==> src/rtl/if_pkg.sv <==
// Shared types and constants for the instruction fetch stage.
// Imported by if_stage and its fetch buffer.
package if_pkg;

  typedef enum logic [1:0] {
    FETCH = 2'd0,
    WAIT  = 2'd1,
    DRAIN = 2'd2
  } if_state_e;

  localparam logic [31:0] NOP_INSTR        = 32'h0000_0013;
  localparam logic [31:0] DEFAULT_RESET_PC = 32'h0000_0000;
  localparam logic [31:0] PC_STEP          = 32'd4;

  typedef struct packed {
    logic [31:0] pc;
    logic [31:0] instr;
  } fetch_entry_t;

  function automatic logic [31:0] word_align(input logic [31:0] a);
    return {a[31:2], 2'b00};
  endfunction

endpackage

==> src/rtl/fetch_fifo.sv <==
// Small FIFO of fetched {pc, instr} entries with zero-cycle head read.
// Flush empties it; the caller never pushes when full or pops when empty.
module fetch_fifo
  import if_pkg::*;
#(
  parameter  int DEPTH = 2,
  localparam int AW    = $clog2(DEPTH)
) (
  input  logic         clk,
  input  logic         rst,
  input  logic         push,
  input  fetch_entry_t push_data,
  input  logic         pop,
  input  logic         flush,
  output logic [AW:0]  count,
  output fetch_entry_t head,
  output logic         empty
);

  fetch_entry_t mem_q [DEPTH];
  fetch_entry_t mem_d [DEPTH];
  logic [AW-1:0] wr_ptr_q, wr_ptr_d;
  logic [AW-1:0] rd_ptr_q, rd_ptr_d;
  logic [AW:0]   count_q, count_d;

  always_comb begin
    mem_d    = mem_q;
    wr_ptr_d = wr_ptr_q;
    rd_ptr_d = rd_ptr_q;
    count_d  = count_q;
    if (flush) begin
      wr_ptr_d = '0;
      rd_ptr_d = '0;
      count_d  = '0;
    end else begin
      if (push) begin
        mem_d[wr_ptr_q] = push_data;
        wr_ptr_d        = wr_ptr_q + AW'(1);
      end
      if (pop) begin
        rd_ptr_d = rd_ptr_q + AW'(1);
      end
      count_d = count_q + (AW+1)'(push) - (AW+1)'(pop);
    end
  end

  always_ff @(posedge clk) begin
    if (rst) begin
      wr_ptr_q <= '0;
      rd_ptr_q <= '0;
      count_q  <= '0;
    end else begin
      wr_ptr_q <= wr_ptr_d;
      rd_ptr_q <= rd_ptr_d;
      count_q  <= count_d;
    end
    mem_q <= mem_d;
  end

  assign head  = mem_q[rd_ptr_q];
  assign count = count_q;
  assign empty = (count_q == '0);

endmodule

==> src/rtl/if_stage.sv <==
// Instruction fetch stage: one outstanding imem request, buffered
// responses, redirect flush with stale-response drain.
module if_stage
  import if_pkg::*;
#(
  parameter logic [31:0] RESET_PC   = DEFAULT_RESET_PC,
  parameter int          FIFO_DEPTH = 2
) (
  input  logic        clk,
  input  logic        rst,
  output logic        imem_req,
  output logic [31:0] imem_addr,
  input  logic        imem_gnt,
  input  logic        imem_rvalid,
  input  logic [31:0] imem_rdata,
  input  logic        redirect_en,
  input  logic [31:0] redirect_pc,
  input  logic        stall,
  output logic [31:0] instruction,
  output logic [31:0] pc,
  output logic        instr_valid
);

  localparam int CW = $clog2(FIFO_DEPTH) + 1;

  if_state_e     state_q, state_d;
  logic [31:0]   fetch_pc_q, fetch_pc_d;
  logic [31:0]   pending_pc_q, pending_pc_d;
  logic          granted;
  logic          push;
  logic          pop;
  logic          has_room;
  logic [CW-1:0] fifo_count;
  logic          fifo_empty;
  fetch_entry_t  fifo_head;
  fetch_entry_t  push_entry;

  always_ff @(posedge clk) begin
    if (rst) begin
      state_q      <= FETCH;
      fetch_pc_q   <= word_align(RESET_PC);
      pending_pc_q <= '0;
    end else begin
      state_q      <= state_d;
      fetch_pc_q   <= fetch_pc_d;
      pending_pc_q <= pending_pc_d;
    end
  end

  always_comb begin
    state_d      = state_q;
    fetch_pc_d   = fetch_pc_q;
    pending_pc_d = pending_pc_q;
    unique case (state_q)
      FETCH: begin
        if (redirect_en) state_d = granted ? DRAIN : FETCH;
        else if (granted) state_d = WAIT;
      end
      WAIT: begin
        if (imem_rvalid) state_d = FETCH;
        else if (redirect_en) state_d = DRAIN;
      end
      DRAIN: begin
        if (imem_rvalid) state_d = FETCH;
      end
      default: state_d = FETCH;
    endcase
    if (redirect_en) begin
      fetch_pc_d = word_align(redirect_pc);
    end else if (granted) begin
      fetch_pc_d   = fetch_pc_q + PC_STEP;
      pending_pc_d = fetch_pc_q;
    end
  end

  // Requesting only with a free slot guarantees every response lands.
  always_comb begin
    has_room    = (fifo_count < CW'(FIFO_DEPTH));
    imem_req    = !rst && (state_q == FETCH) && !redirect_en && has_room;
    imem_addr   = fetch_pc_q;
    granted     = imem_req && imem_gnt;
    push        = !rst && (state_q == WAIT) && imem_rvalid && !redirect_en;
    instr_valid = !rst && !fifo_empty;
    pop         = instr_valid && !stall && !redirect_en;
    instruction = instr_valid ? fifo_head.instr : NOP_INSTR;
    pc          = instr_valid ? fifo_head.pc : 32'h0;
    push_entry  = '{pc: pending_pc_q, instr: imem_rdata};
  end

  fetch_fifo #(
    .DEPTH(FIFO_DEPTH)
  ) u_fetch_fifo (
    .clk      (clk),
    .rst      (rst),
    .push     (push),
    .push_data(push_entry),
    .pop      (pop),
    .flush    (redirect_en),
    .count    (fifo_count),
    .head     (fifo_head),
    .empty    (fifo_empty)
  );

endmodule

==> config.mk <==
export PLATFORM = sky130hd
export DESIGN_NAME = if_stage
export DESIGN_NICKNAME = d
export VERILOG_FILES = /design/src/rtl/if_pkg.sv /design/src/rtl/fetch_fifo.sv /design/src/rtl/if_stage.sv
export SDC_FILE = /design/constraint.sdc
export NUM_CORES = 1
export LEC_CHECK = 0
export CORE_ASPECT_RATIO = 1.75
export CORE_MARGIN = 2
export CORE_UTILIZATION = 52
export CTS_CLUSTER_DIAMETER = 50
export DETAILED_ROUTE_END_ITERATION = 10
export GPL_ROUTABILITY_DRIVEN = 0
export HOLD_SLACK_MARGIN = 0.08
export PLACE_DENSITY = 0.8
export SETUP_SLACK_MARGIN = 0.05
export SLEW_MARGIN = 15
export SYNTH_ARGS = -nofsm -noshare
export SYNTH_HDL_FRONTEND = slang
export SYNTH_HIERARCHICAL = 1
export SYNTH_SLANG_ARGS = --single-unit
==> constraint.sdc <==
create_clock -name clk -period 7.8 [get_ports clk]
set_input_delay 0.78 -clock clk [delete_from_list [all_inputs] [get_ports clk]]
set_output_delay 0.78 -clock clk [all_outputs]
set_load 0.05 [all_outputs]
* Yosys cells after proc, flatten, opt, wreduce, memory -nomap -nowiden
Index checks and enable logic that the tools add are counted.
Cells by class: bitwise gates (word level) 3, add/subtract/negate cells 5, equal/unequal tests 5, reduce and logical (&&, ||, !) cells 22, order comparisons 4, multiplexer cells 17
Operators by type and width (number):
- $mux 64 | 4
- $bwmux 128 | 1
- $mux 32 | 4
- $demux 64 s1 | 1
- $add 32x3->32 const B | 1
- $mux 2 | 6
- $logic_and 1x1->1 | 11
- $ne 3x3->1 const B | 2
- $pmux 2 s3 | 1
- $ge 2x2->1 const B | 2
- $logic_not 1->1 | 4
- $logic_not 2->1 | 2
- $not 1->2 | 2
- $reduce_and 2->1 | 2
- $reduce_and 3->1 | 1
- $add 1x1->1 const B | 2
- $add 2x1->2 | 1
- $eq 2x1->1 const B | 1
- $eq 2x2->1 const B | 1
- $lt 2x1->1 const B | 1
- $lt 2x2->1 const B | 1
- $ne 2x2->1 const B | 1
- $reduce_bool 2->1 | 1
- $reduce_or 2->1 | 1
- 2 further kinds | 2
Word-level totals: word-level logic and storage cells 67, output and inout bits 98, flip-flop bits (word level) 198, input port bits 70

* Longest topological paths before layout
Gate-level depths: netlist (run 1).
depth in word-level cells 8, mapped depth 8, depth with buffers taken out 7

* Modules after synthesis
The synthesis (run 1) kept the hierarchy.
Modules (own cells, without submodules):
- fetch_fifo | area each 5041.1 sq um, instances 1, cells each 217
- if_stage | area each 3373.2 sq um, instances 1, cells each 454

* Worst setup path after synthesis (run 1)
No wires, ideal clock.
path type input to register, from input port rst, to register u_fetch_fifo/mem_q[100] in the netlist's numbering, enable pin, required time 7222 ps, arrival 6067 ps, slack 1155 ps, stages on the path 3, path buffers 0, cells stage by stage nor3_1 and3_1 nor3b_1
On the way: cells in the longest elaborated chain, start to end 5
RTL lines:
- start, declared | line if_stage.sv:10 | input logic rst,
- $logic_not 1->1 | line if_stage.sv:82 | push = !rst && (state_q == WAIT) && imem_rvalid && !redirect_en;
- $logic_and 1x1->1 (3 in series) | line if_stage.sv:82
- net push | line if_stage.sv:30 | logic push;
- $reduce_and 2->1 (no line)
- end signal, assigned | line fetch_fifo.sv:57 | mem_q <= mem_d;
- end, declared | line fetch_fifo.sv:20 | fetch_entry_t mem_q [DEPTH];
The timed path passes the listed nets, and every way through them passes these cells. A chain may end at the register's enable or synchronous reset.

==> out/summary.log, run 1 <==
[yosys] #FFs+latches synth 194
[hold_path] startpoint of the lowest-slack hold path pending_pc_q[31]$_SDFFE_PP0P_
[global_routing] maximum number of pins on one net before global-route repair 74
[placement] detailed placement HPWL 11600 µm
[clock_tree] clock latency of the later-clocked register in the worst-skew pair 0.42 ns
[detailed_routing] Final Routed Wirelength 17800 µm
[yosys] Syn Area/Cell 12.5 µm²
[yosys] most used flip-flop cell after synthesis sky130_fd_sc_hd__edfxtp_1
[critical_path] biggest cell delay along the critical path 0.73 ns
[critical_path] largest fanout on the critical path 38
[cells_and_area] share of layout cells above drive strength 1 0.135
[clock_tree] CTS hold repair buffers 0
[pwr] power per cell area 200 mW/mm²
[sta] transition at the pin with the smallest max-transition slack 0.897 ns
[pwr] switching share of total power 0.235
[critical_path] r2r startpoint imem_addr[2]$_SDFFE_PP0P_
[sta] Worst Setup Slack, final 3.98 ns
[detailed_routing] remaining routing DRC violations 0
[clock_tree] clock tree from TritonCTS done
[cells_and_area] register area 0.00517 mm²
[detailed_routing] vias per std cell 5.55
[yosys] Gate Count Post-Synth 671
[sta] Fin Hold WS 0.458 ns
[floorplan] area of the die 0.0173 mm²
[floorplan] height of the chip 172 µm
[critical_path] kind of cell adding the most delay to the critical path buffers and inverters
[sta] highest attainable clock frequency 262 MHz
[clock_tree] number of buffers inserted during clock tree synthesis 17
[pwr] power spent charging and discharging nets 0.505 mW
[yosys] Warnings, synthesis 6
[pwr] Combinational Power Share 0.069
[detailed_routing] number of iterations in the first detailed-routing pass 5
[sta] setup tns final 0 ns
[sta] period utilization 0.490
[detailed_routing] count of routing violations after the opening detailed-route iteration 232
[placement] minimum setup slack after placement 3.70 ns
[critical_path] startpoint-to-endpoint class of the critical path reg -> out
[critical_path] Required @ worst endpoint 7.02 ns
[clock_tree] clock tree root driver cell sky130_fd_sc_hd__clkbuf_16
[floorplan] die width 100 µm
[floorplan] Core Rows 61
[cells_and_area] Layout fillers 1143
[critical_path] Worst Reg2Reg Path Length in Cells 6
[cells_and_area] synthesis-to-finish area growth 27.8%
[critical_path] Buf+Inv Stages, Crit Path 2
[detailed_routing] via count 5685
[pwr] leakage component of the power 3.67 nW
[clock_tree] maximum buffer depth of the clock tree 2
[sta] RSZ-0062 raised after global routing no
[yosys] post-synthesis async set-or-reset flop share 0
[floorplan] effective utilization at floorplan 0.530
[critical_path] cells traversed along the worst timing path buf_4, mux2_2, and2_1, clkdlybuf4s50_1
[yosys] sequential-to-total area share from yosys stat 0.614
[global_routing] antenna violations before repair 0
[pwr] Clock power frac 0.409
[yosys] number of enable-type register cells in the synthesized netlist 128
[placement] number of port buffers 163
[critical_path] highest-delay cell along the critical path sky130_fd_sc_hd__clkdlybuf4s50_1
[pwr] Reg power frac 0.522
[global_routing] leftover overflow at the end of global routing 0
[yosys] mapped cell area 0.00841 mm²
[pwr] Int Pwr 1.64 mW
[global_routing] global-route wire length before repair 27700 µm
[sta] number of endpoints with negative hold slack in the final report 0
[critical_path] terminus of the critical flop-to-flop path imem_addr[28]$_SDFFE_PP0P_
[pwr] peak supply drop 0.000138 V
[cells_and_area] number of nets in the layout 896
[sta] final setup violation count 0
[floorplan] io pins 168
[hold_path] number of cells traversed by the worst hold path 0
[flow_run] count of maximum capacitance violations 0
[sta] clock skew after layout 0.0116 ns
[clock_tree] count of instances resized after the clock tree is built 0
[clock_tree] total number of H-tree levels 4
[cells_and_area] Antenna Diode Count 0
[critical_path] Worst Setup End Kind output port
[clock_tree] total setup buffers inserted after CTS 0
[critical_path] CP Depth 4
[cells_and_area] total area of multi-input combinational cells 0.00300 mm²
[hold_path] classification of the worst-slack hold path reg -> reg
[yosys] number of distinct library cells after synthesis 49
[critical_path] CP startpoint kind register
[critical_path] arrival time at the worst endpoint 3.04 ns
[critical_path] setup slack on the worst flop-to-flop path 5.38 ns
[global_routing] via count of the first global-routing pass 5705
[global_routing] global routing usage summed across all routing layers 0.204
[floorplan] total core area 0.0159 mm²
[sta] post-layout minimum cycle time 3.82 ns
[clock_tree] TritonCTS sink count 194
[sta] final-report max-slew violation count 0
[hold_path] hold path endpoint u_fetch_fifo/mem_q[63]$_DFFE_PP_
[sta] Max-slew headroom 0.402
[detailed_routing] Routed wire per std cell 17.3 µm
[detailed_routing] antenna violation net count after detailed routing 0
[clock_tree] clock slew at reported path FFs 0.07 ns
[outcome] run status complete, no violations
-- flip-flops by register name, indices dropped and copies added, names as in the netlist --
| register | count |
|---|---|
| state_q | 2 |
| imem_addr | 30 |
| u_fetch_fifo/mem_q | 128 |
| u_fetch_fifo/rd_ptr_q | 1 |
| u_fetch_fifo/count | 2 |
| pending_pc_q | 30 |
| u_fetch_fifo/wr_ptr_q | 1 |
-- power groups by stage --
stage	Clock, mW	Sequential, mW	Combinational (mW)
5_1_grt	0.937	1.12	0.157
3_5_place_dp	0	1.14	0.147
2_1_floorplan	0	1.17	0.0477
6_report	0.879	1.12	0.148
4_1_cts	0.899	1.12	0.148
3_3_place_gp	0	1.14	0.143
-- cells in the mapped netlist (all sizes together) (7+ instances only) --
cell type  count  share of area
o21ai         15         0.0089
and2          66          0.049
a22oi          9         0.0080
nand3          9         0.0054
a21oi         53          0.032
or3            7         0.0052
dfxtp         66           0.16
edfxtp       128           0.46
nand2         73          0.033
o22ai          9         0.0067
mux2          66           0.11
nand4          7         0.0059
buf           17          0.017
inv            9         0.0040
xnor2         10          0.010
nor3          14         0.0083
nor3b         10         0.0089
clkbuf        27          0.012
nor2          20         0.0089
nor4          10         0.0074
-- cells by family after synthesis --
| kind of cell | after synthesis | share of synthesized area |
|---|---|---|
| compound gates | 101 | 0.0690 |
| xor+xnor | 15 | 0.0172 |
| fa+ha+maj | 3 | 0.00446 |
| buf+inv | 53 | 0.0332 |
| flops | 194 | 0.614 |
| mux | 69 | 0.114 |
| other cells | 1 | 0.000446 |
| simple gates | 235 | 0.148 |
-- how the worst max path moves through the flow --
| stage | end | from | slack, ns |
|---|---|---|---|
| after floorplan | u_fetch_fifo/mem_q[100]$_DFFE_PP_ | rst | 1.15 |
| after global placement | pc[11] | rst | 3.77 |
| after detailed placement | pc[9] | rst | 3.70 |
| after CTS | pc[11] | rst | 3.71 |
| after global routing | pc[22] | u_fetch_fifo/rd_ptr_q$_SDFFE_PP0P_ | 3.88 |
| final | pc[27] | u_fetch_fifo/rd_ptr_q$_SDFFE_PP0P_ | 3.98 |
-- layer usage --
metal  share of wire  track usage  up-vias
met2            0.55        0.382      188
met5               0            0        -
met4           0.021       0.0876        0
li1                -            -     2716
met1            0.40        0.226     2754
met3           0.037       0.0315       27
-- stage by stage --
step / power [mW] / utilization / area [µm²] / std cells
after floorplan: 1.22 / - / 8430 / 676
after global placement: 1.29 / 0.638 / 10100 / 992
after detailed placement: 1.29 / 0.638 / 10100 / 992
after CTS: 2.17 / 0.676 / 10700 / 1024
after global routing: 2.22 / 0.678 / 10800 / 1025
final: 2.15 / 0.678 / 10800 / 1025
-- cell usage in the layout (no fill, tap or decap), drive strengths merged, types with 7 or more instances in the layout --
cell type,Yosys,final
buf,17,11
xnor2,10,10
clkdlybuf4s50,0,161
nor3,14,14
nor3b,10,10
nor4,10,10
clkbuf,27,18
a22oi,9,9
nand2,73,73
o22ai,9,9
nand4,7,7
and2,66,66
inv,9,16
mux2,66,66
or3,7,7
edfxtp,128,128
nor2,20,20
nand3,9,9
dfxtp,66,66
a21oi,53,53
o21ai,15,15
-- cell type report --
type,count,area share
clock buffers,18,0.0419
clock inverters,14,0.0151
inverters,9,0.00314
multi-input cells,429,0.279
flip-flops and latches,194,0.481
well taps,189,0.0220
repair buffers,172,0.158
Power figures use the tool's default switching activity.
==> run 2: changes to the inputs <==
- clock period: 7.8 -> 3.6 ns (I/O delays scaled with it)
==> run 2 against run 1 <==
  * First-iteration DRC count increased by 13%
  * Sequential share of layout area decreased by 0.12 points
  * Utilization increased by 0.17 points
  * Combinational power increased by 120%
  * Critical path type unchanged
  * Largest cell class unchanged
  * Largest power group unchanged
  * Highest routed layer unchanged
==> out/summary.log, run 2 (synthesis gave the netlist of run 1 again) <==
[outcome] run status complete, no violations
[critical_path] Worst Reg2Reg Path Length in Cells 6
[pwr] leakage component of the power 3.69 nW
[sta] Max-slew headroom 0.466
[critical_path] startpoint-to-endpoint class of the critical path reg -> out
[floorplan] height of the chip 172 µm
[sta] Fin Hold WS 0.185 ns
[critical_path] r2r startpoint imem_addr[2]$_SDFFE_PP0P_
[sta] post-layout minimum cycle time 2.96 ns
[clock_tree] count of instances resized after the clock tree is built 0
[cells_and_area] fraction of the core area covered by cells at the end of the flow 0.679
[cells_and_area] most common cell after layout, fill and taps aside sky130_fd_sc_hd__clkdlybuf4s50_1
[cells_and_area] most used cells in the layout excluding fill and tap cells sky130_fd_sc_hd__clkdlybuf4s50_1, sky130_fd_sc_hd__edfxtp_1, sky130_fd_sc_hd__nand2_1, sky130_fd_sc_hd__and2_1, sky130_fd_sc_hd__dfxtp_1
[cells_and_area] synthesis-to-finish area growth 28.1%
[detailed_routing] antenna violation net count after detailed routing 0
[sta] final-report max-slew violation count 0
[global_routing] leftover overflow at the end of global routing 0
[global_routing] antenna violations before repair 0
[pwr] power per cell area 430 mW/mm²
[floorplan] total core area 0.0159 mm²
[critical_path] arrival time at the worst endpoint 2.60 ns
[sta] period utilization 0.822
[critical_path] terminus of the critical flop-to-flop path imem_addr[22]$_SDFFE_PP0P_
[clock_tree] maximum buffer depth of the clock tree 2
[placement] cell count after placement 996
[critical_path] largest fanout on the critical path 52
[detailed_routing] remaining routing DRC violations 0
[global_routing] maximum number of pins on one net before global-route repair 65
[cells_and_area] Antenna Diode Count 0
[hold_path] startpoint of the lowest-slack hold path redirect_en
[placement] number of port buffers 163
[clock_tree] clock slew at reported path FFs 0.07 ns
[clock_tree] clock tree root driver cell sky130_fd_sc_hd__clkbuf_16
[sta] RSZ-0062 raised after global routing no
[floorplan] Core Rows 61
[hold_path] classification of the worst-slack hold path in -> reg
[sta] setup tns final 0 ns
[sta] transition at the pin with the smallest max-transition slack 0.794 ns
[cells_and_area] number of standard cells in the layout, taps in and fillers out 1028
[floorplan] io pins 168
[global_routing] global routing usage summed across all routing layers 0.207
[sta] final setup violation count 0
[detailed_routing] number of iterations in the first detailed-routing pass 5
[cells_and_area] number of flip-flops in the largest register 128
[clock_tree] clock tree from TritonCTS done
[clock_tree] clock latency of the later-clocked register in the worst-skew pair 0.42 ns
[hold_path] number of cells traversed by the worst hold path 2
[critical_path] setup slack on the worst flop-to-flop path 1.20 ns
[placement] detailed placement HPWL 12000 µm
[cells_and_area] number of nets in the layout 899
[critical_path] CP startpoint kind register
[pwr] overall power consumption 4.64 mW
[critical_path] Required @ worst endpoint 3.24 ns
[detailed_routing] Final Routed Wirelength 17900 µm
[detailed_routing] vias per std cell 5.58
[floorplan] effective utilization at floorplan 0.530
[detailed_routing] count of routing violations after the opening detailed-route iteration 262
[floorplan] area of the die 0.0173 mm²
[floorplan] die width 100 µm
[sta] highest attainable clock frequency 338 MHz
[global_routing] most used routing layer met2
[clock_tree] total number of H-tree levels 4
[global_routing] M1 GR Usage 0.238
[flow_run] count of maximum capacitance violations 0
[global_routing] met2 usage 0.377
[clock_tree] number of buffers inserted during clock tree synthesis 17
[cells_and_area] register with the most flip-flops u_fetch_fifo/mem_q
[cells_and_area] share of layout cells above drive strength 1 0.138
[clock_tree] total setup buffers inserted after CTS 0
[pwr] peak supply drop 0.000279 V
[global_routing] global-route wire length before repair 28000 µm
[clock_tree] TritonCTS sink count 194
[global_routing] via count of the first global-routing pass 5658
[detailed_routing] Routed wire per std cell 17.4 µm
[global_routing] met3 capacity usage during global routing 0.0380
[hold_path] hold path endpoint u_fetch_fifo/count[1]$_SDFF_PP0_
[detailed_routing] via count 5741
[sta] clock skew after layout 0.00974 ns
[critical_path] Worst Setup End Kind output port
[clock_tree] CTS hold repair buffers 0
[sta] number of endpoints with negative hold slack in the final report 0
==> run 2: changes by cell type in the layout (fill, tap and decap cells not counted) <==
cell / change
sky130_fd_sc_hd__inv_8: -1
sky130_fd_sc_hd__clkinv_4: -1
sky130_fd_sc_hd__inv_6: +2
sky130_fd_sc_hd__clkinv_8: -2
sky130_fd_sc_hd__inv_4: +1
sky130_fd_sc_hd__nor3b_4: +1
sky130_fd_sc_hd__buf_4: +2
sky130_fd_sc_hd__clkbuf_8: +1
sky130_fd_sc_hd__nor3b_2: -1
sky130_fd_sc_hd__buf_12: +1
==> run 2: per-layer routing <==
layer / routed length (µm) / vias up
met5: 0 / -
met1: 7000 / 2776
met3: 736 / 34
met2: 9710 / 198
li1: - / 2733
met4: 407 / 0
==> run 2: power by group <==
part	internal (mW)	switching (mW)
Clock	1.04	0.845
Sequential	2.39	0.0443
Combinational	0.142	0.180
Total	3.57	1.07
==> run 2: worst max-delay path by stage <==
stage | from | endpoint | slack, ns | cells past startpoint
2_1_floorplan | rst | u_fetch_fifo/mem_q[100]$_DFFE_PP_ | 0.56 | 3
5_1_grt | u_fetch_fifo/count[1]$_SDFF_PP0_ | pc[22] | 0.52 | 5
3_3_place_gp | u_fetch_fifo/rd_ptr_q$_SDFFE_PP0P_ | pc[22] | 1.11 | 4
4_1_cts | u_fetch_fifo/rd_ptr_q$_SDFFE_PP0P_ | pc[22] | 0.60 | 4
6_report | u_fetch_fifo/rd_ptr_q$_SDFFE_PP0P_ | pc[22] | 0.64 | 4
3_5_place_dp | rst | pc[22] | 1.06 | 5
==> run 2: area by class of cell <==
cell class	instances	area [µm²]
clock buffers	19	464
multi-input cells	429	3010
well taps	189	236
inverters	9	33.8
repair buffers	175	1740
flip-flops and latches	194	5170
fillers	1140	5090
clock inverters	13	134
==> run 2: critical path, cell delays in order (launching register included) <==
cell and delay (ns):
sky130_fd_sc_hd__dfxtp_4 0.53, sky130_fd_sc_hd__buf_12 0.37, sky130_fd_sc_hd__mux2_2 0.37, sky130_fd_sc_hd__and2_1 0.14
sky130_fd_sc_hd__clkdlybuf4s50_1 0.74
==> run 2: metrics by stage <==
stage	setup WS [ns]	area [µm²]
floorplan	0.559	8440
global placement	1.11	10200
detailed placement	1.06	10200
CTS	0.595	10800
global route	0.521	10800
finish	0.642	10800
==> run 3: changes to the inputs <==
- CORE_UTILIZATION: 52 -> 47
- PLACE_DENSITY: 0.8 -> 0.77
- clock period: 3.6 -> 2.5 ns (I/O delays scaled with it)
==> run 3 against run 2 <==
  * Cell area barely moved
  * Utilization shrank 6.4 points
  * Routed wire length decreased by 4.1%
  * Largest power group unchanged
  * Hold slack better by 0.11 ns
==> out/summary.log, run 3 (synthesis gave the netlist of run 1 again) <==
[pwr] power per cell area 614 mW/mm²
[critical_path] Required @ worst endpoint 2.79 ns
[sta] period utilization 0.919
[floorplan] io pins 168
[clock_tree] maximum buffer depth of the clock tree 2
[placement] number of port buffers 163
[cells_and_area] Antenna Diode Count 0
[outcome] run status complete, no violations
[critical_path] kind of cell adding the most delay to the critical path simple AND/OR/NAND/NOR gates
[global_routing] leftover overflow at the end of global routing 0
[critical_path] Buf+Inv Stages, Crit Path 0
[pwr] Int Pwr 5.09 mW
[global_routing] global-route wire length before repair 27400 µm
[sta] final-report max-slew violation count 0
[floorplan] height of the chip 181 µm
[global_routing] maximum number of pins on one net before global-route repair 67
[pwr] peak supply drop 0.000407 V
[hold_path] classification of the worst-slack hold path in -> reg
[flow_run] count of maximum capacitance violations 0
[critical_path] largest fanout on the critical path 10
[cells_and_area] share of layout cells above drive strength 1 0.220
[critical_path] CP startpoint kind register
[cells_and_area] synthesis-to-finish area growth 28.2%
[floorplan] Core Rows 64
[pwr] switching share of total power 0.231
[floorplan] area of the die 0.0190 mm²
[cells_and_area] register with the most flip-flops u_fetch_fifo/mem_q
[cells_and_area] Layout fillers 1414
[floorplan] die width 105 µm
[detailed_routing] Final Routed Wirelength 17100 µm
[cells_and_area] number of flip-flops in the largest register 128
[sta] number of endpoints with negative hold slack in the final report 0
[clock_tree] total number of H-tree levels 4
[sta] highest attainable clock frequency 435 MHz
[clock_tree] number of buffers inserted during clock tree synthesis 17
[clock_tree] clock tree from TritonCTS done
[pwr] power spent charging and discharging nets 1.53 mW
[detailed_routing] number of iterations in the first detailed-routing pass 5
[detailed_routing] vias per std cell 5.11
[placement] minimum setup slack after placement 0.244 ns
[floorplan] total core area 0.0175 mm²
[critical_path] highest-delay cell along the critical path sky130_fd_sc_hd__or4_1
[global_routing] global routing usage summed across all routing layers 0.183
[sta] final setup violation count 0
[cells_and_area] most common cell after layout, fill and taps aside sky130_fd_sc_hd__edfxtp_1
[sta] Max-slew headroom 0.551
[sta] clock skew after layout 0.0119 ns
[pwr] Combinational Power Share 0.072
[sta] post-layout minimum cycle time 2.30 ns
[critical_path] startpoint-to-endpoint class of the critical path reg -> reg
[pwr] leakage component of the power 3.91 nW
[pwr] Reg power frac 0.527
[clock_tree] TritonCTS sink count 194
[sta] transition at the pin with the smallest max-transition slack 0.674 ns
[clock_tree] clock latency of the later-clocked register in the worst-skew pair 0.43 ns
[global_routing] antenna violations before repair 0
[clock_tree] total setup buffers inserted after CTS 0
[clock_tree] clock tree root driver cell sky130_fd_sc_hd__clkbuf_16
[pwr] Clock power frac 0.401
[cells_and_area] register area 0.00517 mm²
[placement] detailed placement HPWL 11700 µm
[critical_path] biggest cell delay along the critical path 0.74 ns
[critical_path] cells traversed along the worst timing path nand4_2, or4_1, or3_1, a22oi_1, o22ai_1
[global_routing] via count of the first global-routing pass 5385
[critical_path] Worst Setup End Kind register
[floorplan] effective utilization at floorplan 0.480
[cells_and_area] number of nets in the layout 910
[detailed_routing] count of routing violations after the opening detailed-route iteration 185
[detailed_routing] Routed wire per std cell 15.8 µm
[critical_path] arrival time at the worst endpoint 2.58 ns
[detailed_routing] remaining routing DRC violations 0
[cells_and_area] fraction of the core area covered by cells at the end of the flow 0.615
[cells_and_area] total area of multi-input combinational cells 0.00303 mm²
[sta] RSZ-0062 raised after global routing no
[detailed_routing] via count 5528
[cells_and_area] most used cells in the layout excluding fill and tap cells sky130_fd_sc_hd__edfxtp_1, sky130_fd_sc_hd__clkdlybuf4s50_1, sky130_fd_sc_hd__buf_4, sky130_fd_sc_hd__nand2_1, sky130_fd_sc_hd__and2_1
[sta] Worst Setup Slack, final 0.204 ns
[clock_tree] clock slew at reported path FFs 0.08 ns
[detailed_routing] antenna violation net count after detailed routing 0
[pwr] overall power consumption 6.63 mW
[run 3: area by class of cell]
cell class	instances	area share
clock buffer	19	0.0411
tap	231	0.0268
multi-input combinational	429	0.280
timing repair buffer	186	0.157
sequential	194	0.479
clock inverter	13	0.0126
inverter	9	0.00313
[run 3: power groups by stage]
stage	sequential (mW)	combinational (mW)	clock [mW]
floorplan	3.66	0.150	0
global placement	3.56	0.469	0
detailed placement	3.56	0.476	0
CTS	3.49	0.478	2.72
global route	3.50	0.507	2.84
finish	3.49	0.476	2.66
[run 3: through the flow]
| step | cells | hold slack, ns | TNS [ns] | instance area [µm²] |
|---|---|---|---|---|
| floorplan | 676 | 0.319 | -19.55 | 8460 |
| global placement | 1049 | 0.432 | 0 | 10200 |
| detailed placement | 1049 | 0.440 | 0 | 10200 |
| CTS | 1081 | 0.266 | 0 | 10800 |
| global route | 1081 | 0.290 | 0 | 10800 |
| finish | 1081 | 0.298 | 0 | 10800 |
[run 3: worst min-delay path: stages]
cell and delay, ns:
sky130_fd_sc_hd__buf_2 0.21, sky130_fd_sc_hd__or3_1 0.17, sky130_fd_sc_hd__a21oi_1 0.05
[run 3: layer usage]
layer / GRT usage / share of wire / routed length [µm] / vias up
met2: 0.336 / 0.55 / 9370 / 148
li1: - / - / - / 2746
met4: 0.0811 / 0.019 / 317 / 0
met3: 0.0314 / 0.033 / 559 / 18
met5: 0 / 0 / 0 / -
met1: 0.206 / 0.40 / 6880 / 2616
[run 3: worst paths after layout]
path | from | to | slack, ns | depth (start not counted)
hold reg to reg | pending_pc_q[15]$_SDFFE_PP0P_ | u_fetch_fifo/mem_q[47]$_DFFE_PP_ | 0.46 | 0
setup / recovery | imem_addr[9]$_SDFFE_PP0P_ | imem_addr[22]$_SDFFE_PP0P_ | 0.20 | 5
hold / removal | rst | state_q[0]$_SDFFE_PP0P_ | 0.30 | 3
setup reg to reg | imem_addr[9]$_SDFFE_PP0P_ | imem_addr[22]$_SDFFE_PP0P_ | 0.20 | 5
[run 3: timing repair]
action | 4_1_cts | 5_1_grt
setup endpoints to repair | 43 | 4
cloned | 0 | 0
hold buffers | 0 | 0
resized for setup | 10 | 3
